--- src/rtl/read_miss_issuer_if.sv ---
`default_nettype none
// ============================================================================
//  Module      : read_miss_issuer_if
//  Description : Bundle of the tag-lookup miss handshake, the R_MISS_FIFO
//                write port, the CXL read-address channel and the
//                retirement/status signals of the read-miss issuer.
//                slave  : the issuer side
//                master : the environment (tag lookup, FIFO, CXL, return path)
//  Revision    : 1.0 - initial release
// ============================================================================
interface read_miss_issuer_if #(
    parameter int ADDR_WIDTH      = 32,
    parameter int MAX_OUTSTANDING = 8,
    parameter int CNT_WIDTH       = $clog2(MAX_OUTSTANDING + 1)
);
    // Miss intake from tag lookup
    logic                  miss_valid_i;
    logic                  miss_ready_o;
    logic [ADDR_WIDTH-1:0] miss_addr_i;

    // R_MISS_FIFO write port
    logic                  fifo_write_en_o;
    logic                  fifo_full_i;
    logic [ADDR_WIDTH-1:0] fifo_wdata_o;

    // CXL read-address channel
    logic                  cxl_arvalid_o;
    logic                  cxl_arready_i;
    logic [ADDR_WIDTH-1:0] cxl_araddr_o;

    // Retirement and status
    logic                  resp_done_i;
    logic [CNT_WIDTH-1:0]  outstanding_o;
    logic                  err_underflow_o;

    modport slave (
        input  miss_valid_i,
        output miss_ready_o,
        input  miss_addr_i,
        output fifo_write_en_o,
        input  fifo_full_i,
        output fifo_wdata_o,
        output cxl_arvalid_o,
        input  cxl_arready_i,
        output cxl_araddr_o,
        input  resp_done_i,
        output outstanding_o,
        output err_underflow_o
    );

    modport master (
        output miss_valid_i,
        input  miss_ready_o,
        output miss_addr_i,
        input  fifo_write_en_o,
        output fifo_full_i,
        input  fifo_wdata_o,
        input  cxl_arvalid_o,
        output cxl_arready_i,
        input  cxl_araddr_o,
        output resp_done_i,
        input  outstanding_o,
        input  err_underflow_o
    );
endinterface
`default_nettype wire

--- src/rtl/read_miss_issuer.sv ---
`default_nettype none
// ============================================================================
//  Module      : read_miss_issuer
//  Description : Request side of the read-miss path. Each accepted miss is
//                pushed into R_MISS_FIFO in the same cycle its read request
//                is raised to the CXL controller, so the return path always
//                finds the matching address at the FIFO head. A credit
//                counter of pushed-but-not-retired misses gates acceptance
//                so neither the FIFO nor the controller is oversubscribed.
//                MAX_OUTSTANDING must lie in 1..R_MISS_FIFO depth.
//  Revision    : 1.0 - initial release
// ============================================================================
module read_miss_issuer #(
    parameter int ADDR_WIDTH      = 32,
    parameter int MAX_OUTSTANDING = 8,
    parameter int CNT_WIDTH       = $clog2(MAX_OUTSTANDING + 1)
) (
    input  wire                 clk,
    input  wire                 rst_n,
    read_miss_issuer_if.slave   bus
);

    localparam logic [CNT_WIDTH-1:0] c_cnt_max  = CNT_WIDTH'(MAX_OUTSTANDING);
    localparam logic [CNT_WIDTH-1:0] c_cnt_one  = CNT_WIDTH'(1);
    localparam logic [CNT_WIDTH-1:0] c_cnt_zero = '0;

    typedef enum logic [0:0] {
        S_IDLE  = 1'b0,
        S_ISSUE = 1'b1
    } state_t;

    state_t                 r_state;
    state_t                 w_state_next;

    logic [ADDR_WIDTH-1:0]  r_addr;
    logic [ADDR_WIDTH-1:0]  w_addr_next;
    logic                   r_fifo_we;
    logic                   w_fifo_we_next;
    logic                   r_arvalid;
    logic                   w_arvalid_next;

    logic [CNT_WIDTH-1:0]   r_outstanding;
    logic [CNT_WIDTH-1:0]   w_outstanding_next;
    logic                   r_err_underflow;
    logic                   w_err_underflow_next;

    logic                   w_ready;
    logic                   w_accept;
    logic                   w_retire;

    // Acceptance gate: idle, a credit is free and the FIFO has room.
    // Qualified with rst_n so the tag stage never sees ready during reset.
    always_comb begin
        w_ready  = rst_n
                && (r_state == S_IDLE)
                && (r_outstanding < c_cnt_max)
                && !bus.fifo_full_i;
        w_accept = bus.miss_valid_i && w_ready;
        w_retire = bus.resp_done_i;
    end

    // FSM next-state and registered-output next values.
    always_comb begin
        w_state_next   = r_state;
        w_addr_next    = r_addr;
        w_fifo_we_next = 1'b0;
        w_arvalid_next = r_arvalid;
        case (r_state)
            S_IDLE: begin
                if (w_accept) begin
                    w_addr_next    = bus.miss_addr_i;
                    w_fifo_we_next = 1'b1;
                    w_arvalid_next = 1'b1;
                    w_state_next   = S_ISSUE;
                end
            end
            S_ISSUE: begin
                // Push is a single pulse; the request is held until taken.
                if (r_arvalid && bus.cxl_arready_i) begin
                    w_arvalid_next = 1'b0;
                    w_state_next   = S_IDLE;
                end
            end
            default: begin
                w_state_next   = S_IDLE;
                w_arvalid_next = 1'b0;
            end
        endcase
    end

    // FSM state and request/push registers.
    always_ff @(posedge clk) begin
        if (!rst_n) begin
            r_state   <= S_IDLE;
            r_addr    <= '0;
            r_fifo_we <= 1'b0;
            r_arvalid <= 1'b0;
        end else begin
            r_state   <= w_state_next;
            r_addr    <= w_addr_next;
            r_fifo_we <= w_fifo_we_next;
            r_arvalid <= w_arvalid_next;
        end
    end

    // Credit counter: +1 on the push cycle, -1 on retirement, net zero when
    // both coincide. A retirement with nothing in flight is flagged and the
    // count is left at zero rather than wrapping.
    always_comb begin
        w_outstanding_next   = r_outstanding;
        w_err_underflow_next = r_err_underflow;
        if (r_fifo_we && !w_retire) begin
            w_outstanding_next = r_outstanding + c_cnt_one;
        end else if (!r_fifo_we && w_retire) begin
            if (r_outstanding == c_cnt_zero) begin
                w_err_underflow_next = 1'b1;
            end else begin
                w_outstanding_next = r_outstanding - c_cnt_one;
            end
        end
    end

    // Counter and sticky error registers.
    always_ff @(posedge clk) begin
        if (!rst_n) begin
            r_outstanding   <= '0;
            r_err_underflow <= 1'b0;
        end else begin
            r_outstanding   <= w_outstanding_next;
            r_err_underflow <= w_err_underflow_next;
        end
    end

    // FIFO data and request address are the same captured register, so the
    // FIFO entry and the request can never disagree.
    always_comb begin
        bus.miss_ready_o    = w_ready;
        bus.fifo_write_en_o = r_fifo_we;
        bus.fifo_wdata_o    = r_addr;
        bus.cxl_arvalid_o   = r_arvalid;
        bus.cxl_araddr_o    = r_addr;
        bus.outstanding_o   = r_outstanding;
        bus.err_underflow_o = r_err_underflow;
    end

endmodule
`default_nettype wire

--- src/flat_wrapper.sv ---
// flat-port wrapper written by rule: the top's interface ports become plain ports
module read_miss_issuer_flat 
#(
    parameter int ADDR_WIDTH      = 32,
    parameter int MAX_OUTSTANDING = 8,
    parameter int CNT_WIDTH       = $clog2(MAX_OUTSTANDING + 1)
)
  (clk, rst_n, bus_miss_valid_i, bus_miss_ready_o, bus_miss_addr_i, bus_fifo_write_en_o, bus_fifo_full_i, bus_fifo_wdata_o, bus_cxl_arvalid_o, bus_cxl_arready_i, bus_cxl_araddr_o, bus_resp_done_i, bus_outstanding_o, bus_err_underflow_o);
  read_miss_issuer_if #(.ADDR_WIDTH(ADDR_WIDTH), .MAX_OUTSTANDING(MAX_OUTSTANDING), .CNT_WIDTH(CNT_WIDTH)) bus_i ();
  input  wire clk;
  input  wire rst_n;
  input wire logic [$bits(bus_i.miss_valid_i)-1:0] bus_miss_valid_i;
  output wire logic [$bits(bus_i.miss_ready_o)-1:0] bus_miss_ready_o;
  input wire logic [$bits(bus_i.miss_addr_i)-1:0] bus_miss_addr_i;
  output wire logic [$bits(bus_i.fifo_write_en_o)-1:0] bus_fifo_write_en_o;
  input wire logic [$bits(bus_i.fifo_full_i)-1:0] bus_fifo_full_i;
  output wire logic [$bits(bus_i.fifo_wdata_o)-1:0] bus_fifo_wdata_o;
  output wire logic [$bits(bus_i.cxl_arvalid_o)-1:0] bus_cxl_arvalid_o;
  input wire logic [$bits(bus_i.cxl_arready_i)-1:0] bus_cxl_arready_i;
  output wire logic [$bits(bus_i.cxl_araddr_o)-1:0] bus_cxl_araddr_o;
  input wire logic [$bits(bus_i.resp_done_i)-1:0] bus_resp_done_i;
  output wire logic [$bits(bus_i.outstanding_o)-1:0] bus_outstanding_o;
  output wire logic [$bits(bus_i.err_underflow_o)-1:0] bus_err_underflow_o;
  assign bus_i.miss_valid_i = bus_miss_valid_i;
  assign bus_miss_ready_o = bus_i.miss_ready_o;
  assign bus_i.miss_addr_i = bus_miss_addr_i;
  assign bus_fifo_write_en_o = bus_i.fifo_write_en_o;
  assign bus_i.fifo_full_i = bus_fifo_full_i;
  assign bus_fifo_wdata_o = bus_i.fifo_wdata_o;
  assign bus_cxl_arvalid_o = bus_i.cxl_arvalid_o;
  assign bus_i.cxl_arready_i = bus_cxl_arready_i;
  assign bus_cxl_araddr_o = bus_i.cxl_araddr_o;
  assign bus_i.resp_done_i = bus_resp_done_i;
  assign bus_outstanding_o = bus_i.outstanding_o;
  assign bus_err_underflow_o = bus_i.err_underflow_o;
  read_miss_issuer #(.ADDR_WIDTH(ADDR_WIDTH), .MAX_OUTSTANDING(MAX_OUTSTANDING), .CNT_WIDTH(CNT_WIDTH)) u_core (.clk(clk), .rst_n(rst_n), .bus(bus_i));
endmodule
--- config.mk ---
export PLATFORM = sky130hd
export DESIGN_NAME = read_miss_issuer_flat
export DESIGN_NICKNAME = d
export VERILOG_FILES = /design/src/rtl/read_miss_issuer_if.sv /design/src/rtl/read_miss_issuer.sv /design/src/flat_wrapper.sv
export SDC_FILE = /design/constraint.sdc
export NUM_CORES = 1
export LEC_CHECK = 0
export CORE_ASPECT_RATIO = 0.7
export CORE_MARGIN = 1.5
export CORE_UTILIZATION = 41
export CTS_BUF_LIST = sky130_fd_sc_hd__clkbuf_4 sky130_fd_sc_hd__clkbuf_8 sky130_fd_sc_hd__clkbuf_16
export DETAILED_ROUTE_END_ITERATION = 8
export GPL_ROUTABILITY_DRIVEN = 0
export HOLD_SLACK_MARGIN = 0.1
export PLACE_DENSITY = 0.86
export REMOVE_ABC_BUFFERS = 1
export SETUP_SLACK_MARGIN = 0.15
export SLEW_MARGIN = 20
export SYNTH_ARGS = -nofsm -noshare
export SYNTH_HDL_FRONTEND = slang
export SYNTH_SLANG_ARGS = --single-unit
--- constraint.sdc ---
create_clock -name clk -period 3.2 [get_ports clk]
set_clock_uncertainty 0.2 [all_clocks]
set_input_delay 0.48 -clock clk [delete_from_list [all_inputs] [get_ports clk]]
set_output_delay 0.48 -clock clk [all_outputs]
set_load 0.05 [all_outputs]
==> impl_metrics.yaml <==
clock_tree:
  cts_sinks: 40
  cts_hold_buf: 0
  cts_tree: "yes"
  clock_path_buffers: 2
  clk_pin_slew_ns: 0.07
  htreeDepth: 2
  cts_buffers: 5
  cts_setup_buffers: 0
  clk_latency_ns: 0.28
  cts_root_buffer: "clkbuf_8"
  ctsResizeCount: 0
floorplanning:
  coreArea_um2: 4380
  die_w_um: 83.9
  num_rows: 20
  initial_core_util_pct: 42.9
  dieArea_um2: 5010
  ioPinCount: 110
  dieHeight_um: 59.7
global_route:
  grt_pass1_vias: 1544
  overflow: 0
  grt_pass1_wl_mm: 7.30
  grt_max_degree: 44
  grt_use_total_pct: 18.6
  antenna_found_initial: 0
layout:
  n_fill_cell: 395
  fin_area_um2: 2830
  finish.utilization_pct: 64.7
  layout_commonest_cell: "clkdlybuf4s50_1"
  finalNetCount: 339
  syn_to_final_growth_pct: 50.6
  num_antenna_cells: 0
  seqCellArea_um2: 801
  multi_input_area_um2: 762
  layout_common_cells: "clkdlybuf4s50_1, nand2_1, dfxtp_1"
  drive_gt1_share_pct: 3.74
worst_setup_path:
  path_buf_inv: 3
  endpoint_kind: "flop"
  crit_required_ns: 3.17
  crit_path_max_fanout: 5
  path_cells: "clkdlybuf4s50_1 -> inv_1 -> ha_1 -> inv_1 -> ha_1 -> a21oi_1 -> a21oi_1 -> o21ai_0 -> nand3_1"
  cp_top_family: "buffers and inverters"
  max_stage_delay_ns: 0.49
  cp.arrival_ns: 2.34
  path_class: "primary input to flop"
  critPathLaunchType: "primary input"
  crit_slowest_cell: "clkdlybuf4s50_1"
status:
  status: "finished, final reports clean"
timing:
  relSlewSlack_pct: 65.9
  finalCritPeriodShare_pct: 74.2
  max_freq_mhz: 421
  setup_violations: 0
  hold_viol_final: 0
  grt_setup_unrepaired: "false"
  finalMaxSlewViolations: 0
  worst_pin_slew_ns: 0.509
  fin_setup_tns_ns: 0
  period_minus_slack_ns: 2.37
power_and_ir_drop:
  power_leakage_nw: 1.01
  p_sw_mw: 0.614
  internal_power_mw: 0.937
  p_clk_share_pct: 19.1
  comb_power_share_pct: 42.1
  p_per_area_nw_per_um2: 548
  switching_share_pct: 39.6
  max-vdd-ir-drop_uv: 274
  seq_power_share_pct: 38.9
routing:
  drt-pass1-iter-count: 4
  drt_wl_total_mm: 4.50
  dr_total_vias: 1659
  drt-initial-drc-count: 48
  ant_nets: 0
  drc_errors: 0
  vias_per_cell: 4.75
  wl_per_cell_um: 12.9
logic_synthesis:
  synth_top_area_share_pct: 42.6
  synth-seq-cells: 40
  synth_seq_area_share_pct: 42.6
  ys_types: 27
  synth_cells: 220
  syn_area_um2: 1880
  synth_area_leaders: "dfxtp_1, nand2_1, buf_4"
  yosys.area.top_type: "dfxtp_1"
  syn_area_per_cell_um2: 8.55
  yosysWarnings: 0
job:
  drv_cap: 0
placed_design:
  postPlaceCellArea_um2: 2760
  dp_hpwl_mm: 3.22
  portBuffers: 109
worst_hold_path:
  min_path_type: "flop to flop"
==> power by group through the flow <==
stage          Sequential (mW)  Clock (mW)  Combinational [mW]
2_1_floorplan            0.860           0               0.166
3_3_place_gp             0.613           0               0.645
3_5_place_dp             0.615           0               0.654
4_1_cts                  0.604       0.305               0.655
5_1_grt                  0.613       0.328               0.694
6_report                 0.603       0.296               0.653
==> layer usage <==
layer  GRT usage (%)  share of wire [%]
met1            23.0                 44
met2            32.3                 47
met3            5.80                8.5
met4            4.92               0.76
met5               0                  0
==> worst paths after layout <==
path,slack [ns],to,cells past startpoint,startpoint
worst max-delay path,0.83,u_core.bus.outstanding_o[3]$_SDFFE_PN0P_,9,bus_resp_done_i
worst min-delay path,0.27,u_core.bus.cxl_araddr_o[28]$_SDFFE_PN0P_,2,u_core.bus.cxl_araddr_o[28]$_SDFFE_PN0P_
worst max register to register,1.17,u_core.bus.outstanding_o[3]$_SDFFE_PN0P_,7,u_core.bus.fifo_write_en_o$_SDFF_PP0_
worst min register to register,0.27,u_core.bus.cxl_araddr_o[28]$_SDFFE_PN0P_,2,u_core.bus.cxl_araddr_o[28]$_SDFFE_PN0P_
==> worst reg2reg max path: cells and delay by family (launching register included) <==
family	cells	cell delay, ns
buf+inv	1	0.11
flops	1	0.36
fa+ha+maj	2	0.58
simple gates	1	0.08
compound gates	3	0.58
==> cells by family after synthesis <==
kind of cell / synth area share [%]
AO/OA/AOI/OAI: 16.5
XOR/XNOR: 0.466
adder cells (fa/ha/maj): 3.73
buffers and inverters: 16.9
flip-flops: 42.6
multiplexers: 0.532
AND/OR/NAND/NOR: 19.3
==> sequential cells by signal, summed over array words and instances, names as in the netlist <==
register,count
u_core.bus.err_underflow_o,1
u_core.bus.fifo_write_en_o,1
u_core.bus.cxl_araddr_o,32
u_core.bus.cxl_arvalid_o,1
u_core.bus.outstanding_o,4
u_core.r_state,1
==> through the flow <==
step | instances | setup WS (ns) | power [mW] | hold slack [ns]
2_1_floorplan | 178 | 0.595 | 1.03 | 0.288
3_3_place_gp | 344 | 0.699 | 1.26 | 0.255
3_5_place_dp | 344 | 0.552 | 1.27 | 0.262
4_1_cts | 349 | 0.857 | 1.56 | 0.272
5_1_grt | 349 | 0.718 | 1.63 | 0.300
6_report | 349 | 0.827 | 1.55 | 0.270
==> cell type report <==
class,instances,share of cell area (%)
tap,55,2.43
multi-input combinational,134,26.9
sequential,40,28.3
inverter,4,0.574
timing repair buffer,111,39.4
clock buffer,5,2.43
==> synth_stat cells <==
cell / number
nand2_1: 71
dfxtp_1: 40
buf_4: 32
a21boi_1: 29
a21boi_0: 6
clkbuf_1: 6
a21oi_1: 4
ha_1: 4
buf_6: 3
inv_1: 3
nand3_1: 3
a31oi_1: 2
nand3b_1: 2
nor2b_1: 2
and3_1: 1
and4_1: 1
buf_2: 1
clkinv_2: 1
fa_1: 1
mux2i_1: 1
nand2_2: 1
nor2_1: 1
nor3_1: 1
nor4b_4: 1
o211a_1: 1
o21ai_0: 1
xnor2_1: 1
Power figures use the tool's default switching activity.
